**config.mk**
```make
export PLATFORM = sky130hd
export DESIGN_NAME = fb_draw
export DESIGN_NICKNAME = d
export VERILOG_FILES = /design/src/rtl/fb_pkg.sv /design/src/rtl/fb_draw.sv
export SDC_FILE = /design/constraint.sdc
export NUM_CORES = 1
export LEC_CHECK = 0
export ABC_AREA = 1
export BUFFER_PORTS_ARGS = -buffer_cell sky130_fd_sc_hd__clkbuf_2
export CAP_MARGIN = 20
export CORE_MARGIN = 4
export CORE_UTILIZATION = 65
export CTS_CLUSTER_DIAMETER = 120
export DETAILED_ROUTE_END_ITERATION = 10
export PLACE_DENSITY_LB_ADDON = 0.05
export REMOVE_ABC_BUFFERS = 1
export SYNTH_ARGS = -nofsm -noshare
export SYNTH_HDL_FRONTEND = slang
export SYNTH_SLANG_ARGS = --single-unit
```
**constraint.sdc**
```tcl
create_clock -name clk -period 8.1 [get_ports clk]
set_input_delay 0.81 -clock clk [delete_from_list [all_inputs] [get_ports clk]]
set_output_delay 0.81 -clock clk [all_outputs]
set_load 0.02 [all_outputs]
```
**src/rtl/fb_pkg.sv**
```systemverilog
// rtl/fb_pkg.sv - framebuffer geometry, pixel/address types and draw command encodings
package fb_pkg;

   localparam int FB_W    = 214;
   localparam int FB_H    = 160;
   localparam int FB_SIZE = FB_W * FB_H;
   localparam int ADDR_W  = 16;
   localparam int COORD_W = 8;

   typedef logic [2:0]         fb_pixel_t;
   typedef logic [ADDR_W-1:0]  fb_addr_t;
   typedef logic [COORD_W-1:0] fb_coord_t;

   typedef enum logic [1:0] {
      OP_PIXEL = 2'b00,
      OP_RECT  = 2'b01,
      OP_CLEAR = 2'b10,
      OP_RSVD  = 2'b11
   } draw_op_e;

   typedef enum logic [1:0] {
      IDLE = 2'd0,
      RUN  = 2'd1,
      FIN  = 2'd2
   } draw_state_e;

   localparam fb_coord_t X_MAX  = COORD_W'(FB_W - 1);
   localparam fb_coord_t Y_MAX  = COORD_W'(FB_H - 1);
   localparam fb_addr_t  FB_W_A = ADDR_W'(FB_W);

   // Constant multiply; synthesis reduces it to a shift-add tree.
   function automatic fb_addr_t row_addr(input fb_coord_t y);
      return fb_addr_t'(y) * FB_W_A;
   endfunction

endpackage

```
**src/rtl/fb_draw.sv**
```systemverilog
// rtl/fb_draw.sv - command-driven pixel/rect/clear writer into the linear framebuffer write port
module fb_draw
   import fb_pkg::*;
(
   input  logic               clk,
   input  logic               rst_sync,
   input  logic               cmd_valid,
   output logic               cmd_ready,
   input  logic [1:0]         cmd_op,
   input  logic [COORD_W-1:0] cmd_x0,
   input  logic [COORD_W-1:0] cmd_y0,
   input  logic [COORD_W-1:0] cmd_x1,
   input  logic [COORD_W-1:0] cmd_y1,
   input  logic [2:0]         cmd_colour,
   output logic [ADDR_W-1:0]  fb_waddr,
   output logic [2:0]         fb_wdata,
   output logic               fb_we,
   output logic               busy,
   output logic               done
);

   draw_state_e state;
   fb_coord_t   x, y, x0_r, x1c_r, y1c_r;
   fb_addr_t    row_base;

   fb_coord_t   n_x0, n_y0, n_x1, n_y1, n_x1c, n_y1c;
   logic        n_empty;

   always_comb begin
      n_x0 = cmd_x0;
      n_y0 = cmd_y0;
      n_x1 = cmd_x1;
      n_y1 = cmd_y1;
      case (draw_op_e'(cmd_op))
         OP_PIXEL: begin
            n_x1 = cmd_x0;
            n_y1 = cmd_y0;
         end
         OP_CLEAR: begin
            n_x0 = '0;
            n_y0 = '0;
            n_x1 = X_MAX;
            n_y1 = Y_MAX;
         end
         default: ;
      endcase
      n_x1c   = (n_x1 > X_MAX) ? X_MAX : n_x1;
      n_y1c   = (n_y1 > Y_MAX) ? Y_MAX : n_y1;
      n_empty = (n_x0 > n_x1c) || (n_y0 > n_y1c) || (cmd_op == OP_RSVD);
   end

   assign cmd_ready = (state == IDLE);
   assign busy      = ~cmd_ready;

   // The write port registers are loaded with the first pixel at accept, so
   // each RUN cycle presents the pixel at (x, y) and prepares the next one.
   always_ff @(posedge clk) begin
      if (rst_sync) begin
         state    <= IDLE;
         x        <= '0;
         y        <= '0;
         x0_r     <= '0;
         x1c_r    <= '0;
         y1c_r    <= '0;
         row_base <= '0;
         fb_we    <= 1'b0;
         fb_waddr <= '0;
         fb_wdata <= '0;
         done     <= 1'b0;
      end else begin
         done <= 1'b0;
         case (state)
            IDLE: begin
               if (cmd_valid) begin
                  if (n_empty) begin
                     // Empty commands complete immediately and leave the block ready.
                     done <= 1'b1;
                  end else begin
                     state    <= RUN;
                     x        <= n_x0;
                     y        <= n_y0;
                     x0_r     <= n_x0;
                     x1c_r    <= n_x1c;
                     y1c_r    <= n_y1c;
                     row_base <= row_addr(n_y0);
                     fb_we    <= 1'b1;
                     fb_waddr <= row_addr(n_y0) + fb_addr_t'(n_x0);
                     fb_wdata <= cmd_colour;
                  end
               end
            end
            RUN: begin
               if (x < x1c_r) begin
                  x        <= x + 1'b1;
                  fb_waddr <= fb_waddr + 1'b1;
               end else if (y < y1c_r) begin
                  x        <= x0_r;
                  y        <= y + 1'b1;
                  row_base <= row_base + FB_W_A;
                  fb_waddr <= row_base + FB_W_A + fb_addr_t'(x0_r);
               end else begin
                  fb_we <= 1'b0;
                  done  <= 1'b1;
                  state <= FIN;
               end
            end
            FIN:     state <= IDLE;
            default: state <= IDLE;
         endcase
      end
   end

endmodule

```
==> impl_metrics.prom <==
# TYPE chip_impl_metric gauge
chip_impl_metric{name="initial_utilization",unit=""} 0.663
chip_impl_info{name="ctsRootBufferMaster",value="sky130_fd_sc_hd__clkbuf_16"} 1
chip_impl_info{name="top_layer",value="met4"} 1
chip_impl_metric{name="critical_path.max_stage_delay",unit="ps"} 570
chip_impl_metric{name="detail_route.iter0.violations",unit=""} 675
chip_impl_metric{name="detailroute.via_count",unit=""} 7702
chip_impl_metric{name="drt-wirelength-per-cell",unit="um"} 15.1
chip_impl_metric{name="antenna_left",unit=""} 0
chip_impl_info{name="timing.critical_path.slowest_stage_cell",value="sky130_fd_sc_hd__nor2_1"} 1
chip_impl_info{name="outcome",value="completed"} 1
chip_impl_metric{name="register_bit_count_reported_by_yosys",unit=""} 78
chip_impl_metric{name="final_area",unit="um^2"} 8150
chip_impl_metric{name="drive_above_1_share",unit=""} 0.104
chip_impl_metric{name="syn_avg_cell_area",unit="um^2"} 6.45
chip_impl_metric{name="postCtsHoldBufs",unit=""} 0
chip_impl_metric{name="n_fill_cell",unit=""} 1005
chip_impl_metric{name="routedLengthMet1",unit="um"} 9280
chip_impl_metric{name="totalNegativeSetupSlack",unit="ps"} 0
chip_impl_metric{name="post_cts_clock_slew_at_the_launch_and_capture_registers_of_the_worst_setup_and_hold_paths",unit="ps"} 60
chip_impl_metric{name="syn2layout_area_growth",unit="%"} 8.01
chip_impl_metric{name="fin_nets",unit=""} 1340
chip_impl_info{name="critPathLaunchType",value="input port"} 1
chip_impl_metric{name="final_cells",unit=""} 1355
chip_impl_metric{name="yosysUniqueCellTypes",unit=""} 52
chip_impl_metric{name="antenna_violations_before_repair",unit=""} 0
chip_impl_metric{name="grt.overflow.total",unit=""} 0
chip_impl_metric{name="grt_first_pass_wirelength",unit="um"} 33600
chip_impl_metric{name="max_cap_violations",unit=""} 0
chip_impl_metric{name="powerDensity",unit="nW/um^2"} 290
chip_impl_metric{name="hold_slack",unit="ps"} 446
chip_impl_metric{name="cp_data_required_time",unit="ps"} 8330
chip_impl_info{name="critical_path_class",value="in2reg"} 1
chip_impl_metric{name="layout_setup_ws",unit="ps"} 2680
chip_impl_metric{name="seq_area",unit="um^2"} 1560
chip_impl_metric{name="detail_route.vias_per_cell",unit=""} 5.68
chip_impl_info{name="tritoncts_clock_tree",value="done"} 1
chip_impl_metric{name="max_freq",unit="GHz"} 0.185
chip_impl_info{name="critical_path.reg2reg.endpoint",value="row_base[8]"} 1
chip_impl_metric{name="total_leakage_power",unit="nW"} 4.20
chip_impl_metric{name="worst_slew_margin_rel",unit=""} 0.403
chip_impl_metric{name="clock-skew-final",unit="ps"} 10.4
chip_impl_metric{name="die-area",unit="um^2"} 13400
chip_impl_metric{name="grt_start_max_net_pins",unit=""} 56
chip_impl_metric{name="slew_worst_pin",unit="ps"} 896
chip_impl_metric{name="gr_usage_total",unit=""} 0.314
chip_impl_metric{name="post_synth_instance_area",unit="um^2"} 7540
chip_impl_metric{name="worst-r2r-setup-slack",unit="ps"} 4720
chip_impl_metric{name="postPlaceCellArea",unit="um^2"} 7860
chip_impl_metric{name="drt_pass1_iterations",unit=""} 5
chip_impl_metric{name="part_of_the_cycle_the_worst_path_needs",unit=""} 0.669
chip_impl_metric{name="ir_worst_vdd",unit="mV"} 0.230
chip_impl_metric{name="number_of_buffers_added_by_the_clock_tree_synthesis_step",unit=""} 9
chip_impl_metric{name="gp_routability_congestion",unit=""} 0.965
chip_impl_metric{name="critical_path.n_buffers_inverters",unit=""} 6
chip_impl_metric{name="antenna-diode-count",unit=""} 0
chip_impl_metric{name="finalMaxSlewViolations",unit=""} 0
chip_impl_info{name="leading_cell_type_in_the_layout_fill_and_taps_excluded",value="sky130_fd_sc_hd__nand2_1"} 1
chip_impl_metric{name="ctsResizeCount",unit=""} 0
chip_impl_metric{name="multi_input_area",unit="um^2"} 5160
chip_impl_metric{name="synth-edff-count",unit=""} 0
chip_impl_metric{name="synthCells",unit=""} 1170
chip_impl_metric{name="design.core.area",unit="um^2"} 11400
chip_impl_info{name="worst_hold_path.endpoint",value="fb_wdata[0]"} 1
chip_impl_metric{name="detail_route.drc_violations",unit=""} 0
chip_impl_metric{name="hold_violations",unit=""} 0
chip_impl_metric{name="floorplan.io_pins",unit=""} 63
chip_impl_info{name="worstHoldPathType",value="reg2reg"} 1
chip_impl_metric{name="post_cts.repair.setup_buffers",unit=""} 0
chip_impl_info{name="grt_setup_unrepaired",value="false"} 1
chip_impl_metric{name="critical_path_arrival",unit="ps"} 5650
chip_impl_metric{name="die_w",unit="um"} 116
chip_impl_metric{name="place_hpwl",unit="um"} 15500
chip_impl_metric{name="grt_pass1_vias",unit=""} 6918
chip_impl_metric{name="yosysWarnings",unit=""} 0
chip_impl_metric{name="setup_viol",unit=""} 0
chip_impl_metric{name="die_height",unit="um"} 116
chip_impl_metric{name="ys_seq_area_frac",unit=""} 0.207
chip_impl_metric{name="ys_async_sr_fraction",unit=""} 0
chip_impl_info{name="critPathCaptureType",value="flip-flop"} 1
chip_impl_metric{name="timing.hold.worst_path_depth",unit=""} 2
chip_impl_metric{name="total_power",unit="mW"} 2.36
chip_impl_metric{name="cts_h_tree_depth",unit=""} 3
chip_impl_metric{name="final_period_minus_worst_setup_slack",unit="ps"} 5420
chip_impl_info{name="regToRegStartpoint",value="x[1]"} 1
chip_impl_metric{name="met2RoutedLength",unit="um"} 8800
chip_impl_metric{name="cp_max_fo",unit=""} 13
chip_impl_metric{name="numPortBuffers",unit=""} 62
chip_impl_metric{name="wirelength",unit="um"} 20400
chip_impl_metric{name="final_core_occ",unit=""} 0.717
chip_impl_metric{name="placementRows",unit=""} 39
chip_impl_metric{name="r2r.worst_path.cells",unit=""} 15
chip_impl_info{name="synth_ff_type",value="sky130_fd_sc_hd__dfxtp_1"} 1
chip_impl_metric{name="worst_skew_pair.late_latency",unit="ps"} 350
chip_impl_metric{name="place.detailed.instances",unit=""} 1340
chip_impl_info{name="crit_family",value="adder cells"} 1
chip_impl_metric{name="cts_sink_cnt",unit=""} 78
chip_impl_metric{name="detailroute.wirelength.met3",unit="um"} 1670
chip_impl_info{name="hold_start",value="fb_wdata[0]"} 1
chip_impl_info{name="mostFrequentLayoutCells",value="sky130_fd_sc_hd__nand2_1, sky130_fd_sc_hd__inv_1, sky130_fd_sc_hd__nor2_1"} 1
chip_impl_metric{name="cts_max_path_buffers",unit=""} 2
chip_impl_metric{name="dp_slack",unit="ps"} 2380
[registers in the layout, indices dropped and copies added (netlist names)]
register and flops:
y1c_r 8, x 8, y 8, x1c_r 8
done 1, x0_r 8, row_base 15, fb_waddr 16
fb_wdata 3, fb_we 1, state 2
[where the power goes]
group	internal (mW)	total (mW)	switching, mW
Combinational	0.473	1.39	0.921
Clock	0.245	0.409	0.165
Sequential	0.474	0.561	0.0876
[worst max path at each step]
stage / slack (ps) / cells past startpoint / end / startpoint
global route: 2160 / 26 / fb_waddr[15] / cmd_op[0]
finish: 2680 / 26 / fb_waddr[14] / cmd_op[0]
CTS: 2690 / 26 / fb_waddr[14] / cmd_op[0]
global placement: 2550 / 26 / fb_waddr[14] / cmd_op[0]
floorplan: 3120 / 25 / fb_waddr[14] / cmd_op[0]
detailed placement: 2380 / 24 / fb_waddr[14] / cmd_op[0]
[layout make-up]
| type | count | area share |
|---|---|---|
| Inverter | 162 | 0.0750 |
| Multi-Input combinational cell | 891 | 0.634 |
| Tap cell | 143 | 0.0220 |
| Clock inverter | 4 | 0.00584 |
| Sequential cell | 78 | 0.192 |
| Clock buffer | 11 | 0.0298 |
| Timing Repair Buffer | 66 | 0.0418 |
[synthesized netlist by cell type, types with 3 or more instances]
library cell	number	area, um^2
sky130_fd_sc_hd__xnor2_1	16	140
sky130_fd_sc_hd__a21oi_1	81	405
sky130_fd_sc_hd__dfxtp_1	78	1560
sky130_fd_sc_hd__buf_2	4	20.0
sky130_fd_sc_hd__o21bai_1	6	45.0
sky130_fd_sc_hd__nor3_1	8	40.0
sky130_fd_sc_hd__o211ai_1	6	45.0
sky130_fd_sc_hd__o22ai_1	11	68.8
sky130_fd_sc_hd__inv_1	156	586
sky130_fd_sc_hd__a21o_1	3	22.5
sky130_fd_sc_hd__fa_1	11	220
sky130_fd_sc_hd__a21oi_2	6	52.6
sky130_fd_sc_hd__nand2_1	257	965
sky130_fd_sc_hd__clkbuf_1	25	93.8
sky130_fd_sc_hd__or2_2	12	75.1
sky130_fd_sc_hd__o21ai_0	83	415
sky130_fd_sc_hd__nand3_1	59	295
sky130_fd_sc_hd__nand4_1	18	113
sky130_fd_sc_hd__inv_2	4	15.0
sky130_fd_sc_hd__o21ai_1	5	25.0
sky130_fd_sc_hd__a31oi_1	5	31.3
sky130_fd_sc_hd__nand2_4	3	33.8
sky130_fd_sc_hd__a21boi_0	5	37.5
sky130_fd_sc_hd__ha_1	81	1010
sky130_fd_sc_hd__xor2_1	26	228
sky130_fd_sc_hd__buf_6	7	78.8
sky130_fd_sc_hd__a211oi_1	5	37.5
sky130_fd_sc_hd__nor2_1	154	578
sky130_fd_sc_hd__nand2_2	6	37.5
[per-layer routing]
metal  track usage  up-vias
li1              -     3873
met1         0.437     3451
met2         0.495      316
met3        0.0527       62
met4         0.110        0
met5             0        -
[worst reg2reg max path, delay by kind of cell (launching register included)]
family          cells  cell delay (ps)
simple gates        9             1720
buf+inv             3              660
flops               1              340
fa+ha+maj           1              290
compound gates      2              260
[cells by family after synthesis]
family	share of synthesized area
simple gates	0.301
compound gates	0.171
buf+inv	0.109
fa+ha+maj	0.164
flops	0.207
xor+xnor	0.0488
Power figures use the tool's default switching activity.
